===== src/rtl/src_control_sequencer_if.sv =====
// Strobe and handshake bundle between the Mini SRC control sequencer and the
// datapath/memory side. The sequencer owns the master modport.
interface src_control_sequencer_if #(
    parameter int unsigned OPW = 5
) ();

    // Instruction register contents and memory completion handshake
    logic [31:0]    IR;
    logic           mem_ready;

    // Register select/encode strobes
    logic           Gra;
    logic           Grb;
    logic           Grc;
    logic           Rin;
    logic           Rout;
    logic           BAout;

    // Datapath strobes
    logic           Cout;
    logic           PCout;
    logic           IncPC;
    logic           MARin;
    logic           MDRin;
    logic           MDRout;
    logic           IRin;
    logic           Yin;
    logic           Zin;
    logic           Zlowout;

    // Memory request strobes
    logic           Read;
    logic           Write;

    // ALU select and status
    logic [OPW-1:0] alu_op;
    logic           run;
    logic [3:0]     step;

    modport master (
        input  IR, mem_ready,
        output Gra, Grb, Grc, Rin, Rout, BAout,
        output Cout, PCout, IncPC, MARin, MDRin, MDRout, IRin, Yin, Zin, Zlowout,
        output Read, Write, alu_op, run, step
    );

    modport slave (
        output IR, mem_ready,
        input  Gra, Grb, Grc, Rin, Rout, BAout,
        input  Cout, PCout, IncPC, MARin, MDRin, MDRout, IRin, Yin, Zin, Zlowout,
        input  Read, Write, alu_op, run, step
    );

endinterface


===== src/rtl/src_control_sequencer.sv =====
// Moore control-step sequencer for the Mini SRC datapath. Walks fetch
// (T0-T2) and an instruction-dependent execute tail (T3-T7), stalling in the
// memory steps until mem_ready is seen on a rising edge.
module src_control_sequencer #(
    parameter int unsigned    OPW      = 5,
    parameter logic [OPW-1:0] ADD_CODE = OPW'(5'b00011)
) (
    input logic                     clock,
    input logic                     clear,
    src_control_sequencer_if.master bus
);

    // Encodings double as the debug step value
    typedef enum logic [3:0] {
        StRst  = 4'd0,
        StT0   = 4'd1,
        StT1   = 4'd2,
        StT2   = 4'd3,
        StT3   = 4'd4,
        StT4   = 4'd5,
        StT5   = 4'd6,
        StT6   = 4'd7,
        StT7   = 4'd8,
        StHalt = 4'd15
    } state_e;

    localparam logic [OPW-1:0] OP_LD     = OPW'(5'b00000);
    localparam logic [OPW-1:0] OP_LDI    = OPW'(5'b00001);
    localparam logic [OPW-1:0] OP_ST     = OPW'(5'b00010);
    localparam logic [OPW-1:0] OP_RFIRST = OPW'(5'b00011);
    localparam logic [OPW-1:0] OP_RLAST  = OPW'(5'b01011);
    localparam logic [OPW-1:0] OP_ADDI   = OPW'(5'b01100);
    localparam logic [OPW-1:0] OP_ANDI   = OPW'(5'b01101);
    localparam logic [OPW-1:0] OP_ORI    = OPW'(5'b01110);
    localparam logic [OPW-1:0] OP_HALT   = OPW'(5'b11011);

    localparam logic [OPW-1:0] ALU_AND   = OPW'(5'b00101);
    localparam logic [OPW-1:0] ALU_OR    = OPW'(5'b00110);

    state_e state_q, state_d;

    logic [OPW-1:0] opcode;
    logic           is_ld;
    logic           is_ldi;
    logic           is_st;
    logic           is_rfmt;
    logic           is_imm;
    logic           is_halt;
    logic           is_exec;
    logic [OPW-1:0] imm_alu;

    assign opcode = bus.IR[31 -: OPW];

    // Opcode classification; only meaningful from T3 on, once IR holds the new word
    always_comb begin
        is_ld   = (opcode == OP_LD);
        is_ldi  = (opcode == OP_LDI);
        is_st   = (opcode == OP_ST);
        is_rfmt = (opcode >= OP_RFIRST) && (opcode <= OP_RLAST);
        is_imm  = (opcode == OP_ADDI) || (opcode == OP_ANDI) || (opcode == OP_ORI);
        is_halt = (opcode == OP_HALT);
        is_exec = is_ld || is_ldi || is_st || is_rfmt || is_imm;
        imm_alu = ADD_CODE;
        if (opcode == OP_ANDI) begin
            imm_alu = ALU_AND;
        end else if (opcode == OP_ORI) begin
            imm_alu = ALU_OR;
        end
    end

    // Next control step; mem_ready only matters in the three memory wait steps
    always_comb begin
        state_d = state_q;
        unique case (state_q)
            StRst:  state_d = StT0;
            StT0:   state_d = StT1;
            StT1: begin
                if (bus.mem_ready) begin
                    state_d = StT2;
                end
            end
            StT2:   state_d = StT3;
            StT3: begin
                if (is_halt) begin
                    state_d = StHalt;
                end else if (is_exec) begin
                    state_d = StT4;
                end else begin
                    state_d = StT0;
                end
            end
            StT4:   state_d = StT5;
            StT5:   state_d = (is_ld || is_st) ? StT6 : StT0;
            StT6: begin
                if (!is_ld || bus.mem_ready) begin
                    state_d = StT7;
                end
            end
            StT7: begin
                if (!is_st || bus.mem_ready) begin
                    state_d = StT0;
                end
            end
            StHalt: state_d = StHalt;
            default: state_d = StRst;
        endcase
    end

    // Step register; clear forces RST immediately so every strobe drops at once
    always_ff @(posedge clock or posedge clear) begin
        if (clear) begin
            state_q <= StRst;
        end else begin
            state_q <= state_d;
        end
    end

    // Strobe decode from the step register and IR. T3 decode needs the IR loaded
    // on the T2 edge, so the strobes cannot be precomputed into flops a cycle early.
    always_comb begin
        bus.Gra     = 1'b0;
        bus.Grb     = 1'b0;
        bus.Grc     = 1'b0;
        bus.Rin     = 1'b0;
        bus.Rout    = 1'b0;
        bus.BAout   = 1'b0;
        bus.Cout    = 1'b0;
        bus.PCout   = 1'b0;
        bus.IncPC   = 1'b0;
        bus.MARin   = 1'b0;
        bus.MDRin   = 1'b0;
        bus.MDRout  = 1'b0;
        bus.IRin    = 1'b0;
        bus.Yin     = 1'b0;
        bus.Zin     = 1'b0;
        bus.Zlowout = 1'b0;
        bus.Read    = 1'b0;
        bus.Write   = 1'b0;
        bus.alu_op  = '0;
        bus.run     = 1'b0;
        bus.step    = state_q;

        unique case (state_q)
            StT0: begin
                bus.run   = 1'b1;
                bus.PCout = 1'b1;
                bus.MARin = 1'b1;
                bus.IncPC = 1'b1;
            end
            StT1: begin
                bus.run   = 1'b1;
                bus.Read  = 1'b1;
                bus.MDRin = 1'b1;
            end
            StT2: begin
                bus.run    = 1'b1;
                bus.MDRout = 1'b1;
                bus.IRin   = 1'b1;
            end
            StT3: begin
                bus.run = 1'b1;
                if (is_rfmt || is_imm) begin
                    bus.Grb  = 1'b1;
                    bus.Rout = 1'b1;
                    bus.Yin  = 1'b1;
                end else if (is_ld || is_ldi || is_st) begin
                    bus.Grb   = 1'b1;
                    bus.BAout = 1'b1;
                    bus.Yin   = 1'b1;
                end
            end
            StT4: begin
                bus.run = 1'b1;
                bus.Zin = 1'b1;
                if (is_rfmt) begin
                    bus.Grc    = 1'b1;
                    bus.Rout   = 1'b1;
                    bus.alu_op = opcode;
                end else if (is_imm) begin
                    bus.Cout   = 1'b1;
                    bus.alu_op = imm_alu;
                end else begin
                    bus.Cout   = 1'b1;
                    bus.alu_op = ADD_CODE;
                end
            end
            StT5: begin
                bus.run     = 1'b1;
                bus.Zlowout = 1'b1;
                if (is_ld || is_st) begin
                    bus.MARin = 1'b1;
                end else begin
                    bus.Gra = 1'b1;
                    bus.Rin = 1'b1;
                end
            end
            StT6: begin
                bus.run   = 1'b1;
                bus.MDRin = 1'b1;
                if (is_st) begin
                    bus.Gra  = 1'b1;
                    bus.Rout = 1'b1;
                end else begin
                    bus.Read = 1'b1;
                end
            end
            StT7: begin
                bus.run = 1'b1;
                if (is_st) begin
                    bus.Write = 1'b1;
                end else begin
                    bus.MDRout = 1'b1;
                    bus.Gra    = 1'b1;
                    bus.Rin    = 1'b1;
                end
            end
            default: begin
                bus.run = 1'b0;
            end
        endcase
    end

    // Structural invariants of the decode
    a_gr_onehot: assert property (@(posedge clock) disable iff (clear)
        $onehot0({bus.Gra, bus.Grb, bus.Grc}));
    a_rin_rout: assert property (@(posedge clock) disable iff (clear)
        !(bus.Rin && bus.Rout));
    a_read_write: assert property (@(posedge clock) disable iff (clear)
        !(bus.Read && bus.Write));

endmodule


===== src/flat_wrapper.sv =====
// flat-port wrapper written by rule: the top's interface ports become plain ports
module src_control_sequencer_flat 
#(
    parameter int unsigned    OPW      = 5,
    parameter logic [OPW-1:0] ADD_CODE = OPW'(5'b00011)
)
  (clock, clear, bus_IR, bus_mem_ready, bus_Gra, bus_Grb, bus_Grc, bus_Rin, bus_Rout, bus_BAout, bus_Cout, bus_PCout, bus_IncPC, bus_MARin, bus_MDRin, bus_MDRout, bus_IRin, bus_Yin, bus_Zin, bus_Zlowout, bus_Read, bus_Write, bus_alu_op, bus_run, bus_step);
  src_control_sequencer_if #(.OPW(OPW)) bus_i ();
  input logic clock;
  input logic clear;
  input wire logic [$bits(bus_i.IR)-1:0] bus_IR;
  input wire logic [$bits(bus_i.mem_ready)-1:0] bus_mem_ready;
  output wire logic [$bits(bus_i.Gra)-1:0] bus_Gra;
  output wire logic [$bits(bus_i.Grb)-1:0] bus_Grb;
  output wire logic [$bits(bus_i.Grc)-1:0] bus_Grc;
  output wire logic [$bits(bus_i.Rin)-1:0] bus_Rin;
  output wire logic [$bits(bus_i.Rout)-1:0] bus_Rout;
  output wire logic [$bits(bus_i.BAout)-1:0] bus_BAout;
  output wire logic [$bits(bus_i.Cout)-1:0] bus_Cout;
  output wire logic [$bits(bus_i.PCout)-1:0] bus_PCout;
  output wire logic [$bits(bus_i.IncPC)-1:0] bus_IncPC;
  output wire logic [$bits(bus_i.MARin)-1:0] bus_MARin;
  output wire logic [$bits(bus_i.MDRin)-1:0] bus_MDRin;
  output wire logic [$bits(bus_i.MDRout)-1:0] bus_MDRout;
  output wire logic [$bits(bus_i.IRin)-1:0] bus_IRin;
  output wire logic [$bits(bus_i.Yin)-1:0] bus_Yin;
  output wire logic [$bits(bus_i.Zin)-1:0] bus_Zin;
  output wire logic [$bits(bus_i.Zlowout)-1:0] bus_Zlowout;
  output wire logic [$bits(bus_i.Read)-1:0] bus_Read;
  output wire logic [$bits(bus_i.Write)-1:0] bus_Write;
  output wire logic [$bits(bus_i.alu_op)-1:0] bus_alu_op;
  output wire logic [$bits(bus_i.run)-1:0] bus_run;
  output wire logic [$bits(bus_i.step)-1:0] bus_step;
  assign bus_i.IR = bus_IR;
  assign bus_i.mem_ready = bus_mem_ready;
  assign bus_Gra = bus_i.Gra;
  assign bus_Grb = bus_i.Grb;
  assign bus_Grc = bus_i.Grc;
  assign bus_Rin = bus_i.Rin;
  assign bus_Rout = bus_i.Rout;
  assign bus_BAout = bus_i.BAout;
  assign bus_Cout = bus_i.Cout;
  assign bus_PCout = bus_i.PCout;
  assign bus_IncPC = bus_i.IncPC;
  assign bus_MARin = bus_i.MARin;
  assign bus_MDRin = bus_i.MDRin;
  assign bus_MDRout = bus_i.MDRout;
  assign bus_IRin = bus_i.IRin;
  assign bus_Yin = bus_i.Yin;
  assign bus_Zin = bus_i.Zin;
  assign bus_Zlowout = bus_i.Zlowout;
  assign bus_Read = bus_i.Read;
  assign bus_Write = bus_i.Write;
  assign bus_alu_op = bus_i.alu_op;
  assign bus_run = bus_i.run;
  assign bus_step = bus_i.step;
  src_control_sequencer #(.OPW(OPW), .ADD_CODE(ADD_CODE)) u_core (.clock(clock), .clear(clear), .bus(bus_i));
endmodule

===== config.mk =====
export PLATFORM = sky130hd
export DESIGN_NAME = src_control_sequencer_flat
export DESIGN_NICKNAME = d
export VERILOG_FILES = /design/src/rtl/src_control_sequencer_if.sv /design/src/rtl/src_control_sequencer.sv /design/src/flat_wrapper.sv
export SDC_FILE = /design/constraint.sdc
export NUM_CORES = 1
export LEC_CHECK = 0
export BUFFER_PORTS_ARGS = -buffer_cell sky130_fd_sc_hd__buf_2
export CAP_MARGIN = 20
export CORE_MARGIN = 2
export CORE_UTILIZATION = 30
export CTS_CLUSTER_SIZE = 25
export DETAILED_ROUTE_END_ITERATION = 16
export HOLD_SLACK_MARGIN = 0.02
export PLACE_DENSITY = 0.65
export SLEW_MARGIN = 30
export SYNTH_ARGS = -nofsm -noshare
export SYNTH_HDL_FRONTEND = slang
export SYNTH_SLANG_ARGS = --single-unit

===== constraint.sdc =====
create_clock -name clock -period 2 [get_ports clock]
set_input_delay 0.1 -clock clock [delete_from_list [all_inputs] [get_ports clock]]
set_output_delay 0.1 -clock clock [all_outputs]
set_load 0.02 [all_outputs]

Word-level counts from Yosys, hierarchy flattened:

Index checks and enable logic that the tools add are counted.

* mux-type cells: 39
* bitwise operators: 0
* reductions and logical operators: 18
* add/subtract/negate cells: 0
* shift-type cells: 0
* order comparisons: 2
* divide/modulo/power cells: 0
* equal/unequal tests: 18
* $mul: 0

Operators with widths (count)
* case mux 4 bit (10 select lines): 1
* two-way mux 1 bit: 21
* two-way mux 5 bit: 4
* equality test 4 x 3 -> 1 bit (second input constant): 4
* two-way mux 4 bit: 4
* equality test 5 x 4 -> 1 bit (second input constant): 3
* logical OR 1 bit: 10
* two-way mux 3 bit: 3
* equality test 4 x 2 -> 1 bit (second input constant): 2
* equality test 4 bit (second input constant): 2
* case mux 1 bit (2 select lines): 4
* OR reduction 8 bit: 1
* case mux 1 bit (3 select lines): 2
* equality test 5 x 1 -> 1 bit (second input constant): 1
* equality test 5 x 2 -> 1 bit (second input constant): 1
* equality test 5 bit (second input constant): 1
* greater-or-equal comparator 5 x 2 -> 1 bit (second input constant): 1
* <= comparator 5 x 4 -> 1 bit (second input constant): 1
* logical NOT 5 bit: 1
* equality test 4 x 1 -> 1 bit (second input constant): 1
* logical NOT 4 bit: 1
* != test 2 x 1 -> 1 bit (second input constant): 2
* AND reduction 3 bit: 1
* logical NOT 1 bit: 2
* 3 further kinds: 3

* word-level logic and storage cells: 78
* bits in read-only memories: 0
* latch bits: 0
* memories kept: 0
* output and inout port bits: 28
* flip-flop bits (word level): 4
* RAM bits: 0

Depth between registers and ports, before layout:

Gate-level depths: netlist (run 1).

* depth in word-level cells: 8
* gate-level depth with buffers: 6
* gate-level depth less buffers: 5

Worst setup path before layout (run 1):

OpenSTA, ideal clock, no wires.

* kind: register to output
* from: reg u_core.state_q[3], in the netlist u_core.bus.step[3]
* to: out bus_alu_op[2]
* data arrival time: 2.025 ns
* required time: 1.900 ns
* cell stages (with the launch flop): 5
* setup slack: -0.125 ns
* path through: dfrtp_1 -> buf_4 -> nand2b_1 -> or2_1 -> a2111oi_1

* longest elaborated chain between the ends: 2

RTL lines
* start, declared: line src_control_sequencer.sv:40 `state_e state_q, state_d;`
* start signal, assigned: line src_control_sequencer.sv:112 `state_q <= StRst;`
* start signal, assigned: line src_control_sequencer.sv:114 `state_q <= state_d;`
* equality test 4 x 3 -> 1 bit: line src_control_sequencer.sv:143 `unique case (state_q)`
* two-way mux 5 bit: line src_control_sequencer.sv:143
* end, declared: line flat_wrapper.sv:31 `output wire logic [$bits(bus_i.alu_op)-1:0] bus_alu_op;`

No other way between the ends.

Worst setup path after layout (run 1):

Same ends and word-level chain as after synthesis.

==> summary.md, run 1 <==
| Metric | Value |
|---|---|
| Syn Inst Count | 106 |
| Yosys cell types | 42 |
| Min Tclk post-route | 1880 ps |
| Placed cells | 161 |
| Clk sinks | 4 |
| Share of cells above drive strength 1 | 41.5% |
| GR Overflow Total | 0 |
| WS Path Type | reg -> out |
| CTS HTree Levels | 1 |
| Final GP Congestion | 0.814 |
| Die W | 53.8 um |
| CP Data Required Time | 1900 ps |
| Global-route wire length before repair | 3130 um |
| Critical path data arrival time | 1780 ps |
| Diode count | 0 |
| Vias/cell | 5.16 |
| Synth top area cells | dfrtp_1, nor2_1, a21oi_1, nor3_1, buf_4 |
| Worst-path clk slew | 30 ps |
| Die ar. | 2900 sq um |
| Max Cap Viol | 0 |
| Psw | 608 uW |
| CTS tree | done |
| Critical Path Source Type | flip-flop |
| Total GRT Usage | 14.4% |
| Fin. Hold Viols | 0 |
| Postcts setup bufs | 0 |
| Vias | 852 |
| Reg power frac | 14.9% |
| Number of global-route vias before repair | 730 |
| Core Rows | 18 |
| Clk_skew | 2.73 ps |
| Antenna violations before repair | 0 |
| Area of the core | 2410 sq um |
| Synth warn | 0 |
| Hold crit path type | in -> reg |
| Most frequent cell after synthesis | nor2_1 |
| Pin count of the biggest net entering global routing | 13 |
| Fill cells | 251 |
| Sequential-to-total area share from yosys stat | 13.4% |
| Final setup vio count | 0 |
| DR WL/cell | 12.0 um |
| Synth top cells by count | nor2_1, a21oi_1, nand2_1, nor3_1, inv_1 |
| F_max | 531 MHz |
| Initial drt markers | 11 |
| Pwr/cell area | 1160 nW/um^2 |
| Ports | 63 |
| Combinational share of power | 76.3% |
| Clock Path Buffers | 2 |
| Status | completed |
| FF-to-FF setup slack | 370 ps |
| Worst-path cell chain | nand2b_2, or2_4, a2111oi_2, buf_2 |
| Post-synth EDFFs | 0 |
| Antenna-violating nets left | 0 |
| Nets | 172 |
| Detailed Route WL | 1980 um |
| Final Cycle Share | 94.2% |
| Syn-to-layout area delta | 26.9% |
| Area leader, netlist | dfrtp_1 |
| Worst-Skew Late Latency | 230 ps |
| Final Total Pwr | 1090 uW |
| CP Max Fanout | 8 |
| Worst setup EP type | output pin |
| Clock Power Share | 8.8% |
| Post-Syn Area | 744 sq um |
| Setup TNS | 0 ps |
| Slowest cell on crit path | dfrtp_2 |
| Height of the die | 53.8 um |
| FF+latch count, synth | 4 |
| Finished Layout Cells | 165 |
| Clk Tree Root Cell | clkbuf_4 |
| Initial Utilization | 30.9% |
| Drt drc | 0 |
| Max FFs per register | 4 |
| Syn_nets | 141 |
| Port bufs | 34 |
| Total CTS buffers | 3 |
| Syn Area/Cell | 7.02 sq um |
| Leak | 0.000484 uW |
| Pre-antenna DRT Iters | 4 |
| Synth Flop Type | dfrtp_1 |
| Synth top area share | 13.4% |
| RSZ-0062 raised after global routing | no |
| Int Pwr | 486 uW |
| Post-synth ARST share | 100% |
| Fin. max-slew vios | 0 |
| Post-DP HPWL | 1570 um |
| VDD IR max | 0.000526 V |
| Worst path max stage delay | 450 ps |
| Switching power share of the total | 55.5% |
-- cell families after synthesis --
| logic type | count (synthesis) | share of synthesized area [%] |
|---|---|---|
| buffers and inverters | 21 | 15.1 |
| other | 1 | 0.504 |
| muxes | 1 | 3.02 |
| xor gates and xnor gates | 3 | 3.53 |
| AOI/OAI and AO/OA | 24 | 23.4 |
| and+or+nand+nor | 52 | 41.0 |
| DFF | 4 | 13.4 |
-- layout by cell type (no fill, tap or decap), types with 2 or more instances in the layout --
cell / netlist / layout
xnor2_1: 2 / 2
nor3_1: 8 / 8
buf_2: 3 / 34
clkbuf_4: 0 / 3
a31o_1: 2 / 2
o21ai_0: 3 / 2
buf_4: 4 / 4
a21oi_1: 8 / 8
o41ai_1: 3 / 3
a211oi_1: 2 / 2
dfrtp_1: 4 / 2
and3_1: 2 / 2
nor2_1: 11 / 11
inv_1: 7 / 7
dfrtp_2: 0 / 2
nor4_1: 3 / 3
nand2_1: 8 / 8
nand2b_1: 4 / 3
nor3_2: 2 / 2
-- worst paths after layout --
kind | start | endpoint | depth (start not counted)
max | u_core.bus.step[3]$_DFFE_PP0P_ | bus_alu_op[2] | 4
max in group asynchronous | clear | u_core.bus.step[2]$_DFFE_PP0P_ | 3
min | bus_mem_ready | u_core.bus.step[3]$_DFFE_PP0P_ | 3
min in group asynchronous | clear | u_core.bus.step[1]$_DFFE_PP0P_ | 3
max reg2reg | u_core.bus.step[2]$_DFFE_PP0P_ | u_core.bus.step[0]$_DFFE_PP0P_ | 4
min reg2reg | u_core.bus.step[2]$_DFFE_PP0P_ | u_core.bus.step[3]$_DFFE_PP0P_ | 1
-- power groups by stage --
stage	Sequential, uW	Clock [uW]	Combinational, uW
2_1_floorplan	176	0	597
3_3_place_gp	159	0	816
3_5_place_dp	162	0	827
4_1_cts	162	101	833
5_1_grt	172	107	912
6_report	163	95.8	835
-- critical path, delay by kind of cell, from the launching register on --
family / cells / cell delay (ps)
compound gates: 1 / 330
simple gates: 2 / 550
flops: 1 / 450
buf+inv: 1 / 220
-- cell type report --
type                       count  area, sq um  share of cell area (%)
inverter                       8         30.0                    3.18
tap                           30         37.5                    3.97
multi-input combinational     81          542                    57.4
timing repair buffer          39          210                    22.3
sequential                     4          103                    10.9
clock buffer                   3         22.5                    2.38
-- stage by stage --
step | utilization [%] | hold slack, ps | setup WS (ps) | instance area (sq um)
finish | 39.2 | 278 | 115 | 945
global route | 39.2 | 276 | 1.33 | 945
CTS | 38.9 | 270 | 6.72 | 938
detailed placement | 37.5 | -20.8 | 244 | 905
global placement | 37.5 | -25.3 | 272 | 905
floorplan | - | -134 | 138 | 749
-- per-layer routing --
layer	routed length, um	global-route usage, %	up-vias	part of all wire [%]
li1	-	-	436	-
met5	0	0	-	0
met2	1050	23.4	17	53
met4	0	6.41	0	0
met3	64	2.78	0	3.2
met1	866	18.4	399	44
-- timing repair --
| action | 4_1_cts | 5_1_grt |
|---|---|---|
| cloned | 0 | 0 |
| hold endpoints to repair | 4 | 0 |
| endpoints found under the setup margin | 1 | 2 |
| hold buffers | 1 | 0 |
| resized for setup | 1 | 4 |
Note: power is estimated with default switching activity, not from simulation.
==> inputs of run 2 (changes only) <==
- clock period: 2 -> 1.8 ns (I/O delays scaled with it)
==> run 2 against run 1 <==
Against the previous run: cell count increased by 0.61%; first-iteration DRC count increased by 100%; clock-buffer cell count unchanged; largest cell class unchanged.
==> summary.md, run 2 (synthesized netlist as in run 1, its figures left out) <==
| Metric | Value |
|---|---|
| Pin count of the biggest net entering global routing | 16 (was 13) |
| Die W | 53.8 um (unchanged) |
| Clk sinks | 4 (unchanged) |
| Most frequent cells in the layout | buf_2, nor2_1, a21oi_1, nand2_1, buf_4 (was buf_2, nor2_1, a21oi_1, nand2_1, nor3_1) |
| Status | completed (unchanged) |
| Height of the die | 53.8 um (unchanged) |
| CP bufs+invs | 1 (unchanged) |
| Worst-path cell chain | nand2b_1, or2_4, a2111oi_4, buf_4 (was nand2b_2, or2_4, a2111oi_2, buf_2) |
| Antenna-violating nets left | 0 (unchanged) |
| Worst path top cell family by delay | simple AND/OR/NAND/NOR gates (unchanged) |
| Detailed Route WL | 2030 um (was 1980 um) |
| Setup TNS | 0 ps (unchanged) |
| Initial drt markers | 22 (was 11) |
| Drt drc | 0 (unchanged) |
| Min Tclk post-route | 1750 ps |
| Global-route wire length before repair | 3320 um (was 3130 um) |
| Max FFs per register | 4 (unchanged) |
| Fill cells | 243 (was 251) |
| Final Total Pwr | 1260 uW (was 1090 uW) |
| Hold crit path type | in -> async (was in -> reg) |
| Vias/cell | 5.17 (was 5.16) |
| F_max | 573 MHz |
| Worst setup EP type | output pin (unchanged) |
| Final Cycle Share | 97.0% |
| Final WS setup | 54.2 ps (was 115 ps) |
| Nets | 173 (was 172) |
| Critical path data arrival time | 1660 ps (was 1780 ps) |
| WS Path Type | reg -> out (unchanged) |
| Ports | 63 (unchanged) |
| Max Cap Viol | 0 (unchanged) |
| Final GP Congestion | 0.815 (was 0.814) |
| CTS HTree Levels | 1 (unchanged) |
| Critical Path Source Type | flip-flop (unchanged) |
| Fin. max-slew vios | 0 (unchanged) |
| Register Area | 101 sq um (was 103 sq um) |
| CTS tree | done (unchanged) |
| CP Max Fanout | 5 (was 8) |
| Diode count | 0 (unchanged) |
| DR WL/cell | 12.3 um (was 12.0 um) |
| Leak | 0.000493 uW (was 0.000484 uW) |
| Clk_skew | 3.81 ps (was 2.73 ps) |
| Worst path max stage delay | 400 ps (was 450 ps) |
| Pwr/cell area | 1280 nW/um^2 (was 1160 nW/um^2) |
| Syn-to-layout area delta | 32.6% (was 26.9%) |
| Slowest cell on crit path | dfrtp_1 (was dfrtp_2) |
| Area of the core | 2410 sq um (unchanged) |
| Share of cells above drive strength 1 | 44.1% (was 41.5%) |
| Fin. Hold Viols | 0 (unchanged) |
| Worst-path clk slew | 40 ps (was 30 ps) |
| Total GRT Usage | 15.3% (was 14.4%) |
| Final setup vio count | 0 (unchanged) |
| Core Rows | 18 (unchanged) |
| Postcts setup bufs | 0 (unchanged) |
| Pre-antenna DRT Iters | 4 (unchanged) |
| RSZ-0062 raised after global routing | yes (was no) |
| Number of global-route vias before repair | 799 (was 730) |
| Clk Tree Root Cell | clkbuf_4 (unchanged) |
| Port bufs | 34 (unchanged) |
| Worst-Skew Late Latency | 230 ps (about the same) |
| Initial Utilization | 30.9% (unchanged) |
| GR Overflow Total | 0 (unchanged) |
| Total CTS buffers | 3 (unchanged) |
| Dpl ws | 158 ps (was 244 ps) |
| CP Data Required Time | 1710 ps (was 1900 ps) |
| VDD IR max | 0.000646 V (was 0.000526 V) |
| Clock Path Buffers | 2 (unchanged) |
| Commonest non-fill, non-tap cell in the layout | buf_2 (unchanged) |
| Vias | 858 (was 852) |
| Die ar. | 2900 sq um (unchanged) |
| Antenna violations before repair | 0 (unchanged) |
| Multi-input gate area | 571 sq um (was 542 sq um) |
| Post-DP HPWL | 1550 um (was 1570 um) |
## run 2: final cells by class
class / instances / share of cell area [%]
Clock buffer: 3 / 2.28
Timing Repair Buffer: 40 / 22.8
Sequential cell: 4 / 10.3
Multi-Input combinational cell: 81 / 57.8
Inverter: 8 / 3.04
Tap cell: 30 / 3.80
## run 2: worst paths after layout
check / start / endpoint / slack [ps] / cells past startpoint
min in group clock: bus_mem_ready / u_core.bus.step[3]$_DFFE_PP0P_ / 290 / 3
min reg2reg: u_core.bus.step[0]$_DFFE_PP0P_ / u_core.bus.step[1]$_DFFE_PP0P_ / 820 / 3
max in group asynchronous: clear / u_core.bus.step[0]$_DFFE_PP0P_ / 1380 / 3
min: clear / u_core.bus.step[2]$_DFFE_PP0P_ / 270 / 3
max reg2reg: u_core.bus.step[0]$_DFFE_PP0P_ / u_core.bus.step[3]$_DFFE_PP0P_ / 160 / 4
max: u_core.bus.step[3]$_DFFE_PP0P_ / bus_alu_op[2] / 50 / 4
## run 2: timing repair
action | 4_1_cts | 5_1_grt
pin swaps | 0 | 1
hold buffers | 1 | 0
endpoints found under the hold margin | 4 | 0
resized for setup | 5 | 6
setup endpoints to repair | 3 | 5
## run 2: metal layers
metal,share of wire (%),vias up,track usage (%)
li1,-,442,-
met1,43,393,20.7
met2,53,21,23.4
met3,3.0,2,1.67
met4,0.93,0,8.55
met5,0,-,0
## run 2: worst min-delay path, cell delays in order
cell and delay [ps]:
dlygate4sd3_1 520, buf_2 110, inv_1 120
## run 2: power by group
part	switching (uW)	internal, uW	leakage, uW
logic	616	364	0.000429
registers	52.0	125	0.0000502
clock network	32.4	74.3	0.0000138
total	700	564	0.000493
## run 2: through the flow
step,cell area (sq um),cells,util (%),hold slack [ps]
6_report,987,166,41.0,269
5_1_grt,987,166,41.0,287
4_1_cts,966,166,40.1,275
3_5_place_dp,925,162,38.4,-29.9
3_3_place_gp,925,162,38.4,-35.7
2_1_floorplan,762,106,-,-144
==> inputs of run 3 (changes only) <==
--- a/config.mk
+++ b/config.mk
@@ -10,5 +10,5 @@
 export CORE_MARGIN = 2
 export CORE_UTILIZATION = 30
-export CTS_CLUSTER_SIZE = 25
+export CTS_CLUSTER_SIZE = 8
 export DETAILED_ROUTE_END_ITERATION = 16
 export HOLD_SLACK_MARGIN = 0.02
==> constraint.sdc (replaced) <==
create_clock -name clock -period 2 [get_ports clock]
set_input_delay 0.4 -clock clock [delete_from_list [all_inputs] [get_ports clock]]
set_output_delay 0.4 -clock clock [all_outputs]
set_load 0.02 [all_outputs]
==> run 3 against run 2 <==
Against the previous run: cell area grew 22%; worst hold slack lost 230 ps; sequential power shrank 16%; global-route usage grew 1.8 points; total power grew 14%; core utilization grew 8.9 points; sequential share of layout area shrank 1.9 points; via count grew 11%; critical path depth is the same.
==> summary.md, run 3 (synthesized netlist as in run 1, its figures left out) <==
| Metric | Value |
|---|---|
| Vias/cell | 5.26 (was 5.17) |
| Leak | 0.000605 uW (was 0.000493 uW) |
| Hold slack | 42.1 ps (was 269 ps) |
| Worst-Skew Late Latency | 220 ps (was 230 ps) |
| Clock Path Buffers | 2 (unchanged) |
| Detailed Route WL | 2470 um (was 2030 um) |
| Initial drt markers | 23 (was 22) |
| Worst setup EP type | output pin (unchanged) |
| Critical path data arrival time | 1540 ps (was 1660 ps) |
| Diode count | 0 (unchanged) |
| Worst-path clk slew | 30 ps (was 40 ps) |
| Max Cap Viol | 0 (unchanged) |
| Antenna violations before repair | 0 (unchanged) |
| Syn-to-layout area delta | 61.5% (was 32.6%) |
| Dpl ws | 17.8 ps (was 158 ps) |
| Final GP Congestion | 0.866 (was 0.815) |
| Core Rows | 18 (unchanged) |
| Post-DP HPWL | 1690 um (was 1550 um) |
| Fill cells | 211 (was 243) |
| Initial Utilization | 30.9% (unchanged) |
| CTS HTree Levels | 1 (unchanged) |
| Min Tclk post-route | 1940 ps |
| Final setup vio count | 0 (unchanged) |
| Hold Buf Count CTS | 0 (was 1) |
| Die W | 53.8 um (unchanged) |
| Drt drc | 0 (unchanged) |
| Pwr/cell area | 1200 nW/um^2 (was 1280 nW/um^2) |
| Total GRT Usage | 17.1% (was 15.3%) |
| Max FFs per register | 4 (unchanged) |
| Status | completed (unchanged) |
| CP Max Fanout | 4 (was 5) |
| Multi-input gate area | 652 sq um (was 571 sq um) |
| VDD IR max | 0.000708 V (was 0.000646 V) |
| Ports | 63 (unchanged) |
| WS Path Type | reg -> out (unchanged) |
| CTS tree | done (unchanged) |
| Area of the core | 2410 sq um (unchanged) |
| Die ar. | 2900 sq um (unchanged) |
| F_max | 515 MHz |
| GR Overflow Total | 0 (unchanged) |
| Share of cells above drive strength 1 | 56.3% (was 44.1%) |
| Antenna-violating nets left | 0 (unchanged) |
| Total CTS buffers | 3 (unchanged) |
| Final WS setup | 58.8 ps (was 54.2 ps) |
| Pre-antenna DRT Iters | 4 (unchanged) |
| Fin. Hold Viols | 0 (unchanged) |
| Commonest non-fill, non-tap cell in the layout | buf_2 (unchanged) |
| Clk_skew | 1.31 ps (was 3.81 ps) |
| Most frequent cells in the layout | buf_2, buf_4, nor2_1 (was buf_2, nor2_1, a21oi_1, nand2_1, buf_4) |
| Global-route wire length before repair | 3730 um (was 3320 um) |
| Vias | 952 (was 858) |
| Register Area | 100 sq um (was 101 sq um) |
| Pin count of the biggest net entering global routing | 19 (was 16) |
| Height of the die | 53.8 um (unchanged) |
| Number of global-route vias before repair | 846 (was 799) |
| DR WL/cell | 13.6 um (was 12.3 um) |
| Critical Path Source Type | flip-flop (unchanged) |
| Final Cycle Share | 97.1% |
| Fin. max-slew vios | 0 (unchanged) |
| Clk sinks | 4 (unchanged) |
| Hold crit path type | in -> async (unchanged) |
| Clk Tree Root Cell | clkbuf_4 (unchanged) |
| CP Data Required Time | 1600 ps (was 1710 ps) |
| Port bufs | 34 (unchanged) |
| Nets | 188 (was 173) |
-- run 3: cell type report --
type	instances	area share, %
Tap cell	30	3.12
Multi-Input combinational cell	81	54.2
Clock buffer	3	1.87
Inverter	8	2.50
Timing Repair Buffer	55	30.0
Sequential cell	4	8.32
-- run 3: where the power goes --
part,switching (uW),internal [uW]
Clock,26.5,66.7
Combinational,668,528
Sequential,37.1,111
Total,731,706
-- run 3: stage by stage --
stage | instance area [sq um] | setup TNS (ps) | std cells | total power [uW] | utilization, %
floorplan | 762 | -275 | 106 | 784 | -
global placement | 977 | 0 | 169 | 1050 | 40.6
detailed placement | 977 | 0 | 169 | 1070 | 40.6
CTS | 1070 | -31.9 | 176 | 1250 | 44.3
global route | 1200 | -5.34 | 181 | 1550 | 49.9
finish | 1200 | 0 | 181 | 1440 | 49.9
-- run 3: final timing paths --
path / startpoint / end / slack (ps) / depth (start not counted)
min in group clock: bus_mem_ready / u_core.bus.step[3]$_DFFE_PP0P_ / 600 / 3
worst min register to register: u_core.bus.step[3]$_DFFE_PP0P_ / u_core.bus.step[1]$_DFFE_PP0P_ / 810 / 3
worst max-delay path: u_core.bus.step[0]$_DFFE_PP0P_ / bus_Write / 60 / 4
worst max register to register: u_core.bus.step[0]$_DFFE_PP0P_ / u_core.bus.step[0]$_DFFE_PP0P_ / 120 / 6
max in group asynchronous: clear / u_core.bus.step[0]$_DFFE_PP0P_ / 1820 / 2
worst min-delay path: clear / u_core.bus.step[1]$_DFFE_PP0P_ / 40 / 2
-- run 3: layer usage --
| layer | share of wire [%] | GRT usage [%] | routed length (um) |
|---|---|---|---|
| met1 | 43 | 22.9 | 1060 |
| met2 | 52 | 28.0 | 1270 |
| met3 | 5.0 | 2.22 | 124 |
| met4 | 0.28 | 5.56 | 7 |
| met5 | 0 | 0 | 0 |
-- run 3: critical path, cell delays in order, from the launching register on --
cell,delay [ps]
dfrtp_1,410
buf_6,140
or4b_4,550
nor2_4,100
buf_6,120
-- run 3: repair_timing --
item,CTS,global route
setup endpoints to repair,4,7
pin swaps,1,7
buffers inserted,4,5
gates resized for setup,11,20
